**config.mk**
```make
export PLATFORM = sky130hd
export DESIGN_NAME = stream_mux_n_flat
export DESIGN_NICKNAME = d
export VERILOG_FILES = /design/src/rtl/stream_mux_pkg.sv /design/src/rtl/stream_mux_n_if.sv /design/src/rtl/stream_mux_n_rr_arbiter.sv /design/src/rtl/stream_mux_n.sv /design/src/flat_wrapper.sv
export SDC_FILE = /design/constraint.sdc
export NUM_CORES = 1
export LEC_CHECK = 0
export ABC_CLOCK_PERIOD_IN_PS = 2350
export BUFFER_PORTS_ARGS = -buffer_cell sky130_fd_sc_hd__buf_4
export CORE_UTILIZATION = 42
export CTS_CLUSTER_DIAMETER = 40
export CTS_CLUSTER_SIZE = 16
export DETAILED_ROUTE_END_ITERATION = 8
export PLACE_DENSITY = 0.88
export SLEW_MARGIN = 20
export SYNTH_ARGS = -nofsm -noshare
export SYNTH_HDL_FRONTEND = slang
export SYNTH_SLANG_ARGS = --single-unit
```
**constraint.sdc**
```tcl
create_clock -name clk -period 2.35 [get_ports clk]
set_input_delay 0.235 -clock clk [delete_from_list [all_inputs] [get_ports clk]]
set_output_delay 0.235 -clock clk [all_outputs]
set_load 0.05 [all_outputs]
```
**src/rtl/stream_mux_pkg.sv**
```systemverilog
// Shared encodings and default sizing for the N-channel stream multiplexer.
package stream_mux_pkg;

  localparam int N_CH_DEF = 4;
  localparam int W_DEF    = 32;

  typedef enum logic {
    MODE_FIXED = 1'b0,
    MODE_RR    = 1'b1
  } mode_e;

endpackage

```
**src/rtl/stream_mux_n_if.sv**
```systemverilog
// Handshake bundle between N input streams, the mux, and one output stream.
interface stream_mux_n_if
  import stream_mux_pkg::*;
#(
  parameter int N_CH = N_CH_DEF,
  parameter int W    = W_DEF
) ();
  localparam int SEL_W = $clog2(N_CH);

  logic              mode;
  logic [SEL_W-1:0]  sel;
  logic [N_CH-1:0]   in_valid;
  logic [N_CH*W-1:0] in_data;
  logic [N_CH-1:0]   in_ready;
  logic              out_valid;
  logic [W-1:0]      out_data;
  logic [SEL_W-1:0]  out_ch;
  logic              out_ready;

  modport master (
    output mode, sel, in_valid, in_data, out_ready,
    input  in_ready, out_valid, out_data, out_ch
  );

  modport slave (
    input  mode, sel, in_valid, in_data, out_ready,
    output in_ready, out_valid, out_data, out_ch
  );
endinterface

```
**src/rtl/stream_mux_n_rr_arbiter.sv**
```systemverilog
// Combinational round-robin picker: first requester strictly after ptr, wrapping.
module rr_arbiter #(
  parameter int N_CH  = 4,
  parameter int SEL_W = $clog2(N_CH)
) (
  input  logic [N_CH-1:0]  req_i,
  input  logic [SEL_W-1:0] ptr_i,
  output logic             grant_valid_o,
  output logic [SEL_W-1:0] grant_idx_o
);

  always_comb begin
    int unsigned cand;
    logic        found;
    found         = 1'b0;
    cand          = 0;
    grant_valid_o = 1'b0;
    grant_idx_o   = '0;
    for (int k = 1; k <= N_CH; k++) begin
      // ptr is always < N_CH, so one subtraction is enough to wrap.
      cand = 32'(ptr_i) + 32'(k);
      if (cand >= 32'(N_CH)) cand = cand - 32'(N_CH);
      if (!found && req_i[SEL_W'(cand)]) begin
        found       = 1'b1;
        grant_idx_o = SEL_W'(cand);
      end
    end
    grant_valid_o = found;
  end

endmodule

```
**src/rtl/stream_mux_n.sv**
```systemverilog
// N-to-1 stream multiplexer with fixed-select or round-robin arbitration and a registered output.
module stream_mux_n
  import stream_mux_pkg::*;
#(
  parameter int N_CH = N_CH_DEF,
  parameter int W    = W_DEF
) (
  input  logic          clk,
  input  logic          rst_n,
  stream_mux_n_if.slave mux_if
);
  localparam int SEL_W = $clog2(N_CH);

  logic             load;
  logic             xfer;
  logic             fixed_valid;
  logic             rr_valid;
  logic             grant_valid;
  logic [SEL_W-1:0] rr_idx;
  logic [SEL_W-1:0] grant_idx;
  logic [31:0]      sel_ext;
  logic [N_CH-1:0]  ready;
  logic             rr_mode;

  logic             out_valid_q, out_valid_d;
  logic [W-1:0]     out_data_q,  out_data_d;
  logic [SEL_W-1:0] out_ch_q,    out_ch_d;
  logic [SEL_W-1:0] ptr_q,       ptr_d;

  assign rr_mode = (mux_if.mode == MODE_RR);
  assign load    = !out_valid_q || mux_if.out_ready;

  // An out-of-range sel must yield no grant rather than an X from the select.
  assign sel_ext     = 32'(mux_if.sel);
  assign fixed_valid = (sel_ext < 32'(N_CH)) ? mux_if.in_valid[mux_if.sel] : 1'b0;

  rr_arbiter #(
    .N_CH  (N_CH),
    .SEL_W (SEL_W)
  ) u_rr_arbiter (
    .req_i         (mux_if.in_valid),
    .ptr_i         (ptr_q),
    .grant_valid_o (rr_valid),
    .grant_idx_o   (rr_idx)
  );

  assign grant_valid = rr_mode ? rr_valid : fixed_valid;
  assign grant_idx   = rr_mode ? rr_idx   : mux_if.sel;

  // Ready is held low while reset is asserted even though load is 1 then.
  assign xfer = rst_n && load && grant_valid;

  always_comb begin
    ready = '0;
    if (xfer) ready[grant_idx] = 1'b1;
  end

  always_comb begin
    out_valid_d = out_valid_q;
    out_data_d  = out_data_q;
    out_ch_d    = out_ch_q;
    ptr_d       = ptr_q;
    if (load) out_valid_d = xfer;
    if (xfer) begin
      out_data_d = mux_if.in_data[int'(grant_idx)*W +: W];
      out_ch_d   = grant_idx;
      if (rr_mode) ptr_d = grant_idx;
    end
  end

  always_ff @(posedge clk or negedge rst_n) begin
    if (!rst_n) begin
      out_valid_q <= 1'b0;
      out_data_q  <= '0;
      out_ch_q    <= '0;
      ptr_q       <= SEL_W'(N_CH - 1);
    end else begin
      out_valid_q <= out_valid_d;
      out_data_q  <= out_data_d;
      out_ch_q    <= out_ch_d;
      ptr_q       <= ptr_d;
    end
  end

  assign mux_if.in_ready  = ready;
  assign mux_if.out_valid = out_valid_q;
  assign mux_if.out_data  = out_data_q;
  assign mux_if.out_ch    = out_ch_q;

endmodule

```
**src/flat_wrapper.sv**
```systemverilog
// flat-port wrapper written by rule: the top's interface ports become plain ports
module stream_mux_n_flat import stream_mux_pkg::*;
#(
  parameter int N_CH = N_CH_DEF,
  parameter int W    = W_DEF
)
  (clk, rst_n, mux_if_mode, mux_if_sel, mux_if_in_valid, mux_if_in_data, mux_if_out_ready, mux_if_in_ready, mux_if_out_valid, mux_if_out_data, mux_if_out_ch);
  stream_mux_n_if #(.N_CH(N_CH), .W(W)) mux_if_i ();
  input  logic clk;
  input  logic rst_n;
  input wire logic [$bits(mux_if_i.mode)-1:0] mux_if_mode;
  input wire logic [$bits(mux_if_i.sel)-1:0] mux_if_sel;
  input wire logic [$bits(mux_if_i.in_valid)-1:0] mux_if_in_valid;
  input wire logic [$bits(mux_if_i.in_data)-1:0] mux_if_in_data;
  input wire logic [$bits(mux_if_i.out_ready)-1:0] mux_if_out_ready;
  output wire logic [$bits(mux_if_i.in_ready)-1:0] mux_if_in_ready;
  output wire logic [$bits(mux_if_i.out_valid)-1:0] mux_if_out_valid;
  output wire logic [$bits(mux_if_i.out_data)-1:0] mux_if_out_data;
  output wire logic [$bits(mux_if_i.out_ch)-1:0] mux_if_out_ch;
  assign mux_if_i.mode = mux_if_mode;
  assign mux_if_i.sel = mux_if_sel;
  assign mux_if_i.in_valid = mux_if_in_valid;
  assign mux_if_i.in_data = mux_if_in_data;
  assign mux_if_i.out_ready = mux_if_out_ready;
  assign mux_if_in_ready = mux_if_i.in_ready;
  assign mux_if_out_valid = mux_if_i.out_valid;
  assign mux_if_out_data = mux_if_i.out_data;
  assign mux_if_out_ch = mux_if_i.out_ch;
  stream_mux_n #(.N_CH(N_CH), .W(W)) u_core (.clk(clk), .rst_n(rst_n), .mux_if(mux_if_i));
endmodule
```
Word-level counts from Yosys, hierarchy flattened
Cells that the tools add are included.

Logic and storage cells: 65. Output and inout port bits: 39. Register bits: 37.

Multiplexer cells: 28. Reduce and logical (&&, ||, !) cells: 12. Shifts and indexed selects: 1. Order comparisons: 12. Add/sub/neg operators: 8.

Operators with widths (count): $shiftx A128 B8 Y32 (1); $lt A2 B3 Y1 const B (7); $mux W2 (9); $mux W1 (12); $bmux W1 S2 (5); $ge A3 B3 Y1 const B (3); $sub A2 B1 Y2 const B (4); $add A2 B2 Y3 const B (2); $logic_and A1 B1 Y1 (6); $add A2 B3 Y4 const B (1); $ge A4 B3 Y1 const B (1); $logic_not A1 Y1 (4); $mux W4 (1); $add A2 B1 Y3 const B (1); $demux W1 S2 (1); $ge A2 B1 Y1 const B (1); $reduce_and A2 Y1 (1); $logic_or A1 B1 Y1 (1).

Depth between registers and ports, before layout
Gate-level depths: netlist of the first run.

Depth in word-level cells: 21. Gate-level depth with buffers: 10. Mapped depth without buffers: 6.

By module
A second synthesis of the first run with hierarchy kept.

Cell total of the unflattened synthesis: 218. Area total of the unflattened synthesis: 2681.3 um^2.

By module, submodules not included: stream_mux_n (times used 1, area an instance 2590.0 um^2, cells each 204, sequential area each 928.4 um^2); rr_arbiter (times used 1, area an instance 91.3 um^2, cells each 14, sequential area each 0.0 um^2).

Least setup slack after synthesis of the first run
Ideal clock, no wire load.

Path kind: reg2out. Start: register u_core.ptr_q[1]. End: output port mux_if_in_ready[0]. Arrival time: 2.377 ns. Cell stages (with the launch flop): 10. Slack: -0.262 ns. Buffers on the path: 4. Required time: 2.115 ns. Cells stage by stage: dfstp_2 buf_6 and3b_1 o311ai_1 and2_1 buf_6 buf_6 buf_6 inv_2 nor2_1.

Word-level cells in the longest chain between the ends: 21. Elaborated cells between the ends (all ways): 47.

Ends and longest elaborated chain: from (decl) (RTL line stream_mux_n.sv:28) `logic [SEL_W-1:0] ptr_q, ptr_d;`; from (signal assigned) (RTL line stream_mux_n.sv:76) `ptr_q <= SEL_W'(N_CH - 1);`; from (signal assigned) (RTL line stream_mux_n.sv:81) `ptr_q <= ptr_d;`; $add A2 B1 Y3 (RTL line stream_mux_n_rr_arbiter.sv:21) `cand = 32'(ptr_i) + 32'(k);`; $ge A3 B3 Y1 / $sub A2 B1 Y2 (equally long branches) (RTL line stream_mux_n_rr_arbiter.sv:22) `if (cand >= 32'(N_CH)) cand = cand - 32'(N_CH);`; $mux W2 (RTL line stream_mux_n_rr_arbiter.sv:22); $bmux W1 S2 (RTL line stream_mux_n_rr_arbiter.sv:23) `if (!found && req_i[SEL_W'(cand)]) begin`; $mux W1 (implied by the code) (RTL line stream_mux_n_rr_arbiter.sv:23); $mux W1 (RTL line stream_mux_n_rr_arbiter.sv:23); $logic_not A1 Y1 (RTL line stream_mux_n_rr_arbiter.sv:23); $logic_and A1 B1 Y1 (RTL line stream_mux_n_rr_arbiter.sv:23); [... 5 more ...]; $logic_and A1 B1 Y1 (RTL line stream_mux_n_rr_arbiter.sv:23); $mux W2 (RTL line stream_mux_n_rr_arbiter.sv:23); $mux W2 (RTL line stream_mux_n.sv:48) `assign grant_idx = rr_mode ? rr_idx : mux_if.sel;`; $lt A2 B3 Y1 (implied by the code) / $ge A2 B1 Y1 (equally long branches) (RTL line stream_mux_n.sv:55) `if (xfer) ready[grant_idx] = 1'b1;`; $logic_and A1 B1 Y1 (implied by the code) (RTL line stream_mux_n.sv:55); $mux W1 (implied by the code) (RTL line stream_mux_n.sv:55); $demux W1 S2; $mux W4 (*) (RTL line stream_mux_n.sv:55); to (decl) (RTL line flat_wrapper.sv:16) `output wire logic [$bits(mux_if_i.in_ready)-1:0] mux_if_in_ready;`.

Every way passes the cells marked *; elsewhere a longest branch is shown, timed or not. The select of a mux whose other input is x is not followed.

Final worst setup path of the first run
Start: register u_core.ptr_q[1]. End: output port mux_if_in_ready[1].

Same word-level chain as after synthesis.

==> flow_summary_export.csv, run 1 <==
group,metric,value,unit
cells_and_area,insertedDiodeCount,0,
setup_path,worstPathCellList,"mux2i_2, mux2i_1, a311oi_2, nor3_2, nand2_1, buf_12, nor2_4, buf_6",
setup_path,worstSetupStartpoint,"u_core.ptr_q[1]$_DFFE_PN1P_",
place,number_of_buffer_cells_added_on_primary_ports,176,
setup_path,path_delay_family,"flip-flops",
global_route,antenna_found_initial,0,
yosys,async_reset_ff_frac,1.00,
setup_path,critical_path_required,2.12,ns
clock_tree,clock_tree.htree_level_count,2,
yosys,synth-edff-count,0,
setup_path,worst_r2r_startpoint,"u_core.ptr_q[1]$_DFFE_PN1P_",
clock_tree,clock_tree_from_tritoncts,"built",
cells_and_area,utilization,0.750,
die,floorplan.core_area,5640,sq um
clock_tree,cts.clk_slew.worst_paths,0.07,ns
sta,max_freq,419,MHz
die,floorplan.initialDensity,0.446,
pwr,finalPower,4.08,mW
global_route,residual_overflow_from_global_routing,0,
outcome,failing_checks,"setup timing",
setup_path,critical_path.endpoint_type,"output pin",
setup_path,critPathArrivalTime,2.15,ns
detailed_routing,dr_total_vias,2728,
detailed_routing,drt_pass1_iterations,4,
yosys,mappedNetlistNets,390,
pwr,powerDensity,965,nW/um^2
sta,tightestPinTransition,0.483,ns
detailed_routing,route.detailed.drc,0,
detailed_routing,detail_route.vias_per_cell,5.34,
yosys,synth_seq_area_share,0.369,
hold_path,hold_path.class,"in -> async",
setup_path,cpPeakStageDelay,0.63,ns
cells_and_area,area.growth.synth_to_final,67.9,%
sta,finalHoldViolCount,0,
die,ioPinCount,177,
global_route,largest_net_degree_at_the_start_of_global_routing,38,
clock_tree,number_of_clock_sinks_seen_by_cts,37,
sta,finalClockSkew,0.00296,ns
setup_path,r2r_slack,0.02,ns
sta,slew_violations,0,
detailed_routing,wirelength,8.04,mm
global_route,grt_pass1_vias,2797,
yosys,syn_avg_cell_area,9.99,sq um
pwr,leakage_dissipation,2.24,nW
sta,grt_setup_unrepaired,"true",
sta,number_of_endpoints_failing_setup_at_the_final_stage,3,
cells_and_area,n_fill_cell,406,
yosys,synth_cell_type_count,38,
place,gp_congestion,0.935,
clock_tree,clock_tree.root_cell,"sky130_fd_sc_hd__clkbuf_8",
cells_and_area,share_of_layout_cells_above_drive_strength_1,0.524,
detailed_routing,route.antenna.remaining_nets,0,
yosys,synth-warning-count,0,
clock_tree,cts_made_buffers,5,
detailed_routing,wire_per_inst,15.7,um
setup_path,worst-path-buf-inv,2,
detailed_routing,drt_iter0_markers,87,
die,die_area,6310,sq um
setup_path,rr_worst_depth,9,
die,core.rowCount,27,
setup_path,maximum_fanout_along_the_worst_path,7,
yosys,syn-cell-area,2520,sq um
die,dieWidth,79.4,um
place,hpwlAfterDp,6.01,mm
global_route,gr_util_all_layers,0.249,
sta,final.min_clock_period,2.39,ns
setup_path,startpoint_type,"register",
yosys,post_synth_inst_count,252,
sta,relSlewSlack,0.678,
cells_and_area,multi_input_comb_area,1490,sq um
sta,final.setup.worst_slack,-0.0368,ns
sta,final_min_period_over_clock_period,1.02,
setup_path,start_to_end_type_of_the_worst_setup_path,"reg -> out",
setup_path,crit_path_top_delay_cell,"sky130_fd_sc_hd__dfstp_2",
die,die_h,79.4,um
yosys,yosys_register_bits,37,
global_route,grt_first_pass_wirelength,12.3,mm
cells_and_area,area.sequential,928,sq um
setup_path,terminus_of_the_critical_flop_to_flop_path,"u_core.mux_if.out_data[14]$_DFFE_PN0P_",
run,cap_viol_max_count,0,
outcome,outcome,"finished with violations",
clock_tree,number_of_hold_buffers_added_after_cts,0,
yosys,yosys_most_used_dff,"sky130_fd_sc_hd__dfrtp_1",
clock_tree,clock_tree.buffer_depth,2,
cells_and_area,num-nets-final,577,
clock_tree,clkLatencyLatePin,0.28,ns
pwr,peakVddDrop,0.609,mV
==> Yosys cell counts, types with 2 or more instances <==
master	number	share of area
sky130_fd_sc_hd__o21ai_1	3	0.0060
sky130_fd_sc_hd__o221ai_1	31	0.11
sky130_fd_sc_hd__nor2b_1	3	0.0075
sky130_fd_sc_hd__a21oi_1	3	0.0060
sky130_fd_sc_hd__buf_8	2	0.012
sky130_fd_sc_hd__nand2b_1	2	0.0050
sky130_fd_sc_hd__dfrtp_1	35	0.35
sky130_fd_sc_hd__clkbuf_1	9	0.013
sky130_fd_sc_hd__nand3_1	2	0.0040
sky130_fd_sc_hd__nor2_1	12	0.018
sky130_fd_sc_hd__buf_6	5	0.022
sky130_fd_sc_hd__dfstp_2	2	0.021
sky130_fd_sc_hd__buf_4	2	0.0060
sky130_fd_sc_hd__nand2_1	43	0.064
sky130_fd_sc_hd__buf_2	5	0.0099
sky130_fd_sc_hd__mux2i_1	68	0.27
sky130_fd_sc_hd__and3b_1	2	0.0070
sky130_fd_sc_hd__nor3_1	3	0.0060
==> cells by family after synthesis <==
family / share of synthesized area
and+or+nand+nor: 0.130
muxes: 0.279
AOI/OAI and AO/OA: 0.154
DFF: 0.369
buffers and inverters: 0.0680
==> power by group <==
group | switching (mW) | internal [mW]
logic | 1.53 | 1.04
registers | 0.171 | 0.893
clock network | 0.213 | 0.233
==> repair_timing <==
action / in CTS / in global routing
pin swaps: 6 / 4
cloned: 0 / 1
endpoints found under the setup margin: 11 / 22
buffers inserted: 11 / 3
gates resized for setup: 13 / 6
==> layer usage <==
metal  GRT usage  wire length [um]  vias up
li1            -                 -     1315
met1       0.280              3100     1274
met2       0.467              4250      122
met3      0.0480               539       17
met4      0.0800               149        0
met5           0                 0        -
==> metrics by stage <==
stage / hold slack, ns / setup slack [ns] / cell area (sq um) / cells / setup TNS, ns
floorplan: -0.0606 / -0.0660 / 2530 / 252 / -0.0660
global placement: 0.314 / 0.0909 / 3960 / 491 / 0
detailed placement: 0.329 / 0.00633 / 3960 / 491 / 0
CTS: 0.0223 / -0.0141 / 4170 / 509 / -0.0146
global route: 0.0386 / -0.137 / 4230 / 511 / -1.75
finish: 0.0103 / -0.0368 / 4230 / 511 / -0.0953
==> layout make-up <==
| cell class | instances | share of cell area |
|---|---|---|
| multi-input combinational | 189 | 0.352 |
| clock buffer | 7 | 0.0204 |
| timing repair buffer | 203 | 0.384 |
| sequential | 37 | 0.220 |
| inverter | 3 | 0.00266 |
| tap | 72 | 0.0213 |
==> layout by cell type (no fill, tap or decap), drive strengths merged <==
cell type / instances
buf: 202
mux2i: 68
nand2: 43
dfrtp: 35
o221ai: 31
nor2: 12
clkbuf: 8
a21oi: 4
nor2b: 3
nor3: 3
o21ai: 3
and3b: 2
nand3: 2
nand2b: 2
dfstp: 2
inv: 2
o22a: 1
or3b: 1
nor3b: 1
o311ai: 1
clkinv: 1
and2: 1
nand3b: 1
o221a: 1
nand4bb: 1
a311oi: 1
mux4: 1
or3: 1
a21boi: 1
a211oi: 1
a2111oi: 1
o31ai: 1
a2bb2oi: 1
==> worst max path at each step <==
stage               slack [ns]                                      to  depth (start not counted)
floorplan                -0.07                      mux_if_in_ready[0]                          9
global placement          0.09                      mux_if_in_ready[0]                          8
detailed placement       0.006  u_core.mux_if.out_data[12]$_DFFE_PN0P_                          7
CTS                      -0.01                      mux_if_in_ready[3]                          9
global route             -0.14                      mux_if_in_ready[0]                          8
finish                   -0.04                      mux_if_in_ready[1]                          8
==> state kept, by name, summed over array words and instances (netlist names) <==
signal                   count
u_core.ptr_q                 2
u_core.mux_if.out_data      32
u_core.mux_if.out_ch         2
u_core.mux_if.out_valid      1
No activity file was read; power rests on OpenSTA's default activity.
==> inputs of run 2 (changes only) <==
Settings changed: RECOVER_POWER set to 50.
==> flow_summary_export.csv, run 2 (same netlist as run 1, synthesis figures left out) <==
group,metric,value,unit
outcome,outcome,"finished with violations",
outcome,failing_checks,"capacitance limit, slew limit, setup timing",
sta,max_freq,419,MHz
cells_and_area,design_area,4200,sq um
clock_tree,clock_tree.htree_level_count,2,
global_route,residual_overflow_from_global_routing,0,
global_route,gr_util_all_layers,0.249,
global_route,antenna_found_initial,0,
sta,grt_setup_unrepaired,"true",
clock_tree,number_of_clock_sinks_seen_by_cts,37,
setup_path,startpoint_type,"register",
cells_and_area,mostFrequentLayoutCells,"sky130_fd_sc_hd__buf_4 (183), sky130_fd_sc_hd__mux2i_1 (64), sky130_fd_sc_hd__nand2_1 (43)",
die,die_area,6310,sq um
detailed_routing,drt_pass1_iterations,4,
sta,hold_ws,0.230,ns
detailed_routing,route.detailed.drc,0,
global_route,grt_pass1_vias,2797,
place,number_of_buffer_cells_added_on_primary_ports,176,
setup_path,worst_r2r_startpoint,"u_core.ptr_q[1]$_DFFE_PN1P_",
setup_path,critical_path_required,2.12,ns
cells_and_area,leading_cell_type_in_the_layout_fill_and_taps_excluded,"sky130_fd_sc_hd__buf_4",
setup_path,start_to_end_type_of_the_worst_setup_path,"reg -> out",
clock_tree,clock_tree.root_cell,"sky130_fd_sc_hd__clkbuf_8",
clock_tree,number_of_hold_buffers_added_after_cts,0,
cells_and_area,area.growth.synth_to_final,66.7,%
setup_path,worstSetupStartpoint,"u_core.ptr_q[1]$_DFFE_PN1P_",
pwr,power.share.switching,0.475,
cells_and_area,num-nets-final,577,
detailed_routing,drt_iter0_markers,107,
die,floorplan.core_area,5640,sq um
die,core.rowCount,27,
cells_and_area,share_of_layout_cells_above_drive_strength_1,0.506,
pwr,leakage_dissipation,2.20,nW
sta,setup_tns,-0.0831,ns
sta,number_of_endpoints_failing_setup_at_the_final_stage,3,
sta,finalClockSkew,0.00189,ns
clock_tree,clock_tree_from_tritoncts,"built",
hold_path,hp-start,"mux_if_out_ready",
global_route,largest_net_degree_at_the_start_of_global_routing,38,
clock_tree,cts_made_buffers,5,
hold_path,hold_path.class,"in -> reg",
setup_path,terminus_of_the_critical_flop_to_flop_path,"u_core.mux_if.out_data[14]$_DFFE_PN0P_",
sta,final.min_clock_period,2.38,ns
cells_and_area,insertedDiodeCount,0,
clock_tree,cts.clk_slew.worst_paths,0.07,ns
place,place_area,3960,sq um
die,ioPinCount,177,
run,cap_viol_max_count,1,
place,hpwlAfterDp,6.01,mm
detailed_routing,detail_route.vias_per_cell,5.35,
setup_path,critical_path.endpoint,"mux_if_in_ready[1]",
pwr,clock_share_of_power,0.110,
pwr,finalPower,4.04,mW
place,dp_worst_setup_slack,0.00633,ns
detailed_routing,wirelength,8.03,mm
pwr,seq_power_share,0.263,
die,die_h,79.4,um
pwr,peakVddDrop,0.594,mV
sta,finalHoldViolCount,0,
die,floorplan.initialDensity,0.446,
detailed_routing,route.antenna.remaining_nets,0,
clock_tree,clock_tree.buffer_depth,2,
detailed_routing,wire_per_inst,15.7,um
global_route,grt_first_pass_wirelength,12.3,mm
cells_and_area,flip_flop_count_of_the_largest_register_all_copies_and_words_added,32,
clock_tree,clkLatencyLatePin,0.28,ns
sta,slew_violations,38,
sta,relSlewSlack,-0.326,
setup_path,critPathArrivalTime,2.15,ns
setup_path,critical_path.endpoint_type,"output pin",
pwr,p_sw,1.92,mW
setup_path,maximum_fanout_along_the_worst_path,7,
pwr,comb_power_share,0.627,
die,dieWidth,79.4,um
sta,final_min_period_over_clock_period,1.01,
pwr,powerDensity,962,nW/um^2
sta,tightestPinTransition,1.99,ns
place,gp_congestion,0.935,
sta,final.setup.worst_slack,-0.0347,ns
setup_path,r2r_slack,0.02,ns
pwr,cellInternalPower,2.12,mW
detailed_routing,dr_total_vias,2736,
setup_path,rr_worst_depth,9,
run 2: cell count changes in the layout (fill, tap and decap cells not counted), sizes merged:
cell / before / now
clkbuf: 8 / 17
buf: 202 / 193
run 2: area by class of cell:
class	instances	area, sq um
inverters	3	11.3
repair buffers	203	1590
well taps	72	90.1
multi-input cells	189	1490
flip-flops and latches	37	928
fillers	411	1440
clock buffers	7	86.3
run 2: worst max-delay path: stages, from the launching register on:
cell and delay, ns:
sky130_fd_sc_hd__dfstp_2 0.62, sky130_fd_sc_hd__mux2i_2 0.27, sky130_fd_sc_hd__mux2i_1 0.12, sky130_fd_sc_hd__a311oi_2 0.30
sky130_fd_sc_hd__nor3_2 0.10, sky130_fd_sc_hd__nand2_1 0.14, sky130_fd_sc_hd__buf_12 0.14, sky130_fd_sc_hd__nor2_4 0.04
sky130_fd_sc_hd__buf_6 0.14
run 2: power by group through the flow:
stage / combinational, mW / sequential, mW / clock, mW
2_1_floorplan: 0.859 / 1.84 / 0
3_5_place_dp: 2.41 / 1.08 / 0
5_1_grt: 2.66 / 1.10 / 0.490
6_report: 2.53 / 1.06 / 0.444
4_1_cts: 2.51 / 1.06 / 0.456
3_3_place_gp: 2.37 / 1.06 / 0
run 2: worst min path at each step:
stage	cells past startpoint	to
floorplan	0	u_core.mux_if.out_ch[0]$_DFFE_PN0P_
global placement	2	u_core.mux_if.out_data[9]$_DFFE_PN0P_
detailed placement	2	u_core.mux_if.out_ch[0]$_DFFE_PN0P_
CTS	2	u_core.mux_if.out_ch[1]$_DFFE_PN0P_
global route	3	u_core.mux_if.out_valid$_DFFE_PN0N_
finish	3	u_core.mux_if.out_valid$_DFFE_PN0N_
run 2: metal layers:
| metal | wire length [um] | vias to the layer above | global-route usage |
|---|---|---|---|
| met3 | 567 | 17 | 0.0480 |
| met5 | 0 | - | 0 |
| met1 | 3060 | 1272 | 0.280 |
| met2 | 4250 | 132 | 0.467 |
| met4 | 149 | 0 | 0.0800 |
| li1 | - | 1315 | - |
run 2: repair_timing:
item                       in CTS  in global routing
setup endpoints to repair      11                 22
setup buffers                  11                  3
gates cloned                    0                  1
gates resized for setup        13                  6
pin swaps                       6                  4
run 2: per-stage QoR:
stage / utilization / cells
after floorplan: - / 252
after CTS: 0.739 / 509
after global placement: 0.701 / 491
final: 0.744 / 511
after detailed placement: 0.701 / 491
after global routing: 0.744 / 511
